### src/rtl/counter_pkg.sv
// rtl/counter_pkg.sv - mode encodings shared by the mode counter and its next-state logic
package counter_pkg;

  localparam int MODE_W = 3;

  localparam logic [MODE_W-1:0] MODE_HOLD  = 3'b000;
  localparam logic [MODE_W-1:0] MODE_UP    = 3'b001;
  localparam logic [MODE_W-1:0] MODE_DOWN  = 3'b010;
  localparam logic [MODE_W-1:0] MODE_LOAD  = 3'b011;
  localparam logic [MODE_W-1:0] MODE_UPSAT = 3'b100;
  localparam logic [MODE_W-1:0] MODE_DNSAT = 3'b101;
  localparam logic [MODE_W-1:0] MODE_CLEAR = 3'b110;

endpackage

### src/rtl/counter_next.sv
// rtl/counter_next.sv - combinational next count, wrap and saturate decode for mode_counter_n
module counter_next
  import counter_pkg::*;
#(
  parameter int WIDTH = 8
) (
  input  logic [WIDTH-1:0]  out_i,
  input  logic [MODE_W-1:0] mode_i,
  input  logic [WIDTH-1:0]  din_i,
  input  logic [WIDTH-1:0]  limit_i,
  output logic [WIDTH-1:0]  next_o,
  output logic              wrap_o,
  output logic              sat_o
);

  logic [WIDTH-1:0] inc;
  logic [WIDTH-1:0] dec;
  logic             below;
  logic             above;
  logic             at_zero;

  assign inc     = out_i + WIDTH'(1);
  assign dec     = out_i - WIDTH'(1);
  assign below   = (out_i < limit_i);
  assign above   = (out_i > limit_i);
  assign at_zero = (out_i == '0);

  always_comb begin
    next_o = out_i;
    wrap_o = 1'b0;
    sat_o  = 1'b0;
    case (mode_i)
      MODE_UP: begin
        if (below) begin
          next_o = inc;
        end else begin
          next_o = '0;
          wrap_o = 1'b1;
        end
      end
      MODE_DOWN: begin
        // An out-of-range count (Limit lowered) snaps to Limit without a wrap.
        if (at_zero) begin
          next_o = limit_i;
          wrap_o = 1'b1;
        end else if (above) begin
          next_o = limit_i;
        end else begin
          next_o = dec;
        end
      end
      MODE_LOAD: begin
        next_o = (din_i > limit_i) ? limit_i : din_i;
      end
      MODE_UPSAT: begin
        if (below) begin
          next_o = inc;
        end else begin
          next_o = limit_i;
          sat_o  = 1'b1;
        end
      end
      MODE_DNSAT: begin
        if (above) begin
          next_o = limit_i;
        end else if (at_zero) begin
          next_o = '0;
          sat_o  = 1'b1;
        end else begin
          next_o = dec;
        end
      end
      MODE_CLEAR: begin
        next_o = '0;
      end
      default: begin
        next_o = out_i;
      end
    endcase
  end

endmodule

### src/rtl/mode_counter_n.sv
// rtl/mode_counter_n.sv - mode-controlled up/down counter with runtime limit, wrap, saturate and sticky overflow
module mode_counter_n
  import counter_pkg::*;
#(
  parameter int WIDTH = 8
) (
  input  logic              Ck,
  input  logic              Reset,
  input  logic              En,
  input  logic [MODE_W-1:0] Mode,
  input  logic [WIDTH-1:0]  Din,
  input  logic [WIDTH-1:0]  Limit,
  output logic [WIDTH-1:0]  Out,
  output logic              Tc,
  output logic              Wrap,
  output logic              Sat,
  output logic              Ovf
);

  logic [WIDTH-1:0] out_q, out_d;
  logic             wrap_q, wrap_d;
  logic             sat_q, sat_d;
  logic             ovf_q, ovf_d;
  logic [WIDTH-1:0] step_out;
  logic             step_wrap;
  logic             step_sat;

  counter_next #(
    .WIDTH(WIDTH)
  ) u_next (
    .out_i  (out_q),
    .mode_i (Mode),
    .din_i  (Din),
    .limit_i(Limit),
    .next_o (step_out),
    .wrap_o (step_wrap),
    .sat_o  (step_sat)
  );

  // Disabled edges hold count, Sat and Ovf; Wrap is a pulse so it drops.
  always_comb begin
    out_d  = out_q;
    wrap_d = 1'b0;
    sat_d  = sat_q;
    ovf_d  = ovf_q;
    if (En) begin
      out_d  = step_out;
      wrap_d = step_wrap;
      sat_d  = step_sat;
      ovf_d  = (Mode == MODE_CLEAR) ? 1'b0 : (ovf_q | step_wrap);
    end
  end

  always_ff @(posedge Ck) begin
    if (!Reset) begin
      out_q  <= '0;
      wrap_q <= 1'b0;
      sat_q  <= 1'b0;
      ovf_q  <= 1'b0;
    end else begin
      out_q  <= out_d;
      wrap_q <= wrap_d;
      sat_q  <= sat_d;
      ovf_q  <= ovf_d;
    end
  end

  always_comb begin
    Tc = 1'b0;
    if ((Mode == MODE_UP) || (Mode == MODE_UPSAT)) begin
      Tc = (out_q == Limit);
    end else if ((Mode == MODE_DOWN) || (Mode == MODE_DNSAT)) begin
      Tc = (out_q == '0);
    end
  end

  assign Out  = out_q;
  assign Wrap = wrap_q;
  assign Sat  = sat_q;
  assign Ovf  = ovf_q;

endmodule

### config.mk
export PLATFORM = sky130hd
export DESIGN_NAME = mode_counter_n
export DESIGN_NICKNAME = d
export VERILOG_FILES = /design/src/rtl/counter_pkg.sv /design/src/rtl/counter_next.sv /design/src/rtl/mode_counter_n.sv
export SDC_FILE = /design/constraint.sdc
export NUM_CORES = 1
export LEC_CHECK = 0
export ABC_CLOCK_PERIOD_IN_PS = 3000
export CAP_MARGIN = 40
export CORE_ASPECT_RATIO = 1.1
export CORE_MARGIN = 2
export CORE_UTILIZATION = 50
export DETAILED_ROUTE_END_ITERATION = 8
export PLACE_DENSITY = 0.79
export SLEW_MARGIN = 10
export SYNTH_ARGS = -nofsm -noshare
export SYNTH_HDL_FRONTEND = slang
export SYNTH_SLANG_ARGS = --single-unit
### constraint.sdc
create_clock -name Ck -period 3 [get_ports Ck]
set_clock_uncertainty 0.05 [all_clocks]
set_input_delay 0.45 -clock Ck [delete_from_list [all_inputs] [get_ports Ck]]
set_output_delay 0.45 -clock Ck [all_outputs]
set_load 0.02 [all_outputs]
==> implementation parameters <==
Parameter                              Value

Power
  Maximum resistive drop on vdd    0.000220 V
  Fraction of power consumed by sequential logic    0.280
  Portion of total power attributed to combinational logic    0.554
  Proportion of power drawn by the clock network    0.166
  Total leakage power    0.897 nW
  Proportion of total power due to net switching    0.402
  Power spent charging and discharging nets    0.000262 W
  Power per Cell Area    320 nW/µm²
  Int Power    slightly below 0.0004 W

Flow run
  Maximum capacitance violations    0

STA
  RSZ-0062 raised after global routing    false
  Minimum clock period    2840 ps
  Count of pins over their slew limit    0
  Worst slew margin relative to its limit    0.626
  Transition time at the pin with the least slew margin    555 ps
  Final Setup Violations    0
  Number of hold violations in the final report    0
  Worst Setup Slack, final    ~160 ps
  Fmax    352 MHz
  Post-route fraction of the period consumed by the critical path    0.948

Clock network
  Clock root buffer master    clkbuf_4
  CTS tree    yes
  Clock sink total    11
  Largest buffer count on any clock path    2
  Clock latency of the later-clocked register in the worst-skew pair    between 200 and 300 ps
  CTS HTree Levels    1
  Number of CTS-inserted buffers    3
  Clock slew seen by the registers of the worst setup and hold paths    80 ps
  Post-CTS setup buffer count    0

Setup path
  Worst reg2reg setup slack    around 490 ps
  Timing endpoint of the critical path    Tc
  Data arrival time of the worst path    2340 ps
  Critical Path Source Type    input port
  Worst R2R Path Depth    7
  Worst path required time    2500 ps
  Setup crit start    Limit[6]
  Startpoint of the most critical register-to-register path    Out[5]
  Largest fanout on the critical path    2
  Endpoint kind of the worst setup timing path    output port
  Crit Path Category    input port to output port
  Endpoint of the lowest-slack register-to-register path    Out[0]

Placement
  HPWL Detailed    3500 µm
  Buffers added on ports    33
  Placer's final routability congestion estimate    0.888
  Placed cells    282
  Worst slack, placed    -125 ps
  Placed inst area    2010 µm²

Final layout
  Fill cell instance count of the final layout    273
  Finished Layout Cells    286
  Post-synthesis to final-layout area growth    31.4%
  Most common library cell in the layout ignoring fill and taps    clkdlybuf4s50_1
  Final Instance Area    2040 µm²
  Ant diodes    0
  Layout cell share with drive strength beyond 1    0.159
  Most frequent cells in the layout    clkdlybuf4s50_1, buf_4, nand2_1
  Number of nets in the final layout    294

Floorplanning
  Starting utilization of the core area    0.517
  Die Footprint    3560 µm²
  Horizontal die dimension    57.1 µm
  Chip Height    62.4 µm
  Top Ports    34
  Total number of placement rows    21
  Core footprint    around 3000 µm²

Drt
  Final routed wire length divided by cell count    about 16 µm
  Via-to-Cell Ratio    5.92
  Number of search-and-repair iterations in the first detailed-routing pass    5
  Overall via count from detail_route    between 1.5k and 2k
  Iteration-0 DRC count of the detailed router    76
  Drt total wl    between 4000 and 5000 µm
  Routed Antenna Nets    0
  Drt drc    0

Run status
  Status    complete, no violations

Synth
  Yosys Warn Count    0
  Largest cells by area after synthesis    ha_1, dfxtp_1, nand2_1
  Synthesized area    1550 µm²
  Library cell with the largest summed area after synthesis    ha_1
  Number of distinct standard cells referenced by the synthesized netlist    55
  Post-synth EDFFs    0
  Flip-flop cell with the highest count after synthesis    dfxtp_1
  Instance count of the mapped netlist    202
  Share of synthesized flip-flops with an asynchronous set or reset    0
  Synthesized area per cell    7.67 µm²
  Number of synthesized register bits    11
  Share of the synthesized area in the top cell type    0.153
  Proportion of synthesized chip area in sequential cells    0.142
  Synthesized netlist net count    243

GRT
  Maximum number of pins on one net before global-route repair    13
  Most congested layer reported by global routing    met2
  Final global-route overflow total    0
  Overall global routing resource usage    0.263
  Number of global-route vias before repair    1603
  Met2 demand-to-capacity share in global routing    0.412
  Initial antenna violation count    0
  Global-route wire length before repair    7510 µm
  GR Util met1    0.374
  Grt met3 use    0.0414

Min path
  HP Class    flip-flop to flip-flop
sequential cells by signal, indices dropped and copies added (netlist names):
name  flops
Ovf       1
Sat       1
Out       8
Wrap      1
repair_timing:
action                                  4_1_cts  5_1_grt
pin swaps                                     0        1
hold buffers                                  0        0
endpoints found under the setup margin        1        3
resized for setup                             1        2
hold endpoints to repair                      0        0
how the worst min path moves through the flow:
| stage | start | to | slack [ps] | depth (start not counted) |
|---|---|---|---|---|
| 2_1_floorplan | En | Sat | 490 | 1 |
| 3_3_place_gp | Ovf | Ovf | 430 | 1 |
| 3_5_place_dp | Ovf | Ovf | 440 | 1 |
| 6_report | Ovf | Ovf | 450 | 1 |
| 5_1_grt | Ovf | Ovf | 490 | 1 |
| 4_1_cts | Ovf | Ovf | 460 | 1 |
critical path, cell delays in order:
cell and delay (ps):
clkdlybuf4s50_1 490, inv_1 70, ha_1 300, nand4_1 160, buf_4 180, nor2_1 140, a31oi_1 100, o21bai_1 120
dlygate4sd2_1 340
Yosys cell counts (all sizes together) (3+ instances only):
| cell type | n |
|---|---|
| nand2 | 21 |
| ha | 19 |
| nor2 | 18 |
| o21ai | 15 |
| a21oi | 12 |
| inv | 12 |
| dfxtp | 11 |
| a31oi | 9 |
| buf | 9 |
| a221oi | 7 |
| nand3 | 7 |
| xnor2 | 7 |
| and3 | 6 |
| xor2 | 5 |
| nand4 | 4 |
| nor3 | 3 |
| nor3b | 3 |
stage by stage:
stage / TNS [ps] / util / power [W] / hold slack, ps
final: 0 / 0.680 / 0.000651 / 453
after global routing: 0 / 0.680 / 0.000696 / 495
after CTS: 0 / 0.678 / 0.000648 / 459
after detailed placement: -782 / 0.670 / 0.000539 / 437
after global placement: -724 / 0.668 / 0.000531 / 433
after floorplan: 0 / - / 0.000412 / 490
power by group through the flow:
| stage | sequential (W) | clock [W] | combinational [W] |
|---|---|---|---|
| 2_1_floorplan | 0.000186 | 0 | 0.000226 |
| 4_1_cts | 0.000181 | 0.000111 | 0.000355 |
| 6_report | 0.000182 | 0.000108 | 0.000360 |
| 3_3_place_gp | 0.000185 | 0 | 0.000347 |
| 5_1_grt | 0.000184 | 0.000117 | 0.000396 |
| 3_5_place_dp | 0.000185 | 0 | 0.000354 |
metal layers:
metal / routed length (µm) / part of all wire
met3: 314 / 0.071
met5: 0 / 0
met1: 2020 / 0.46
met4: 39 / 0.0088
met2: 2060 / 0.46
cell families (layout without fill, tap and decap cells):
logic type | count (synthesis) | after routing | synth area share
xor gates and xnor gates | 12 | 12 | 0.0679
AOI/OAI and AO/OA | 61 | 61 | 0.273
DFF | 11 | 11 | 0.142
and+or+nand+nor | 73 | 73 | 0.255
buffers and inverters | 24 | 74 | 0.0945
adders and majority gates | 19 | 19 | 0.153
muxes | 2 | 2 | 0.0137
cell type report:
| cell class | count | area [µm²] | share of cell area |
|---|---|---|---|
| multi-input combinational | 167 | 1190 | 0.583 |
| timing repair buffer | 58 | 514 | 0.253 |
| sequential | 11 | 220 | 0.108 |
| clock buffer | 4 | 26.3 | 0.0129 |
| inverter | 12 | 45.0 | 0.0221 |
| tap | 34 | 42.5 | 0.0209 |
No activity file was read; power rests on OpenSTA's default activity.
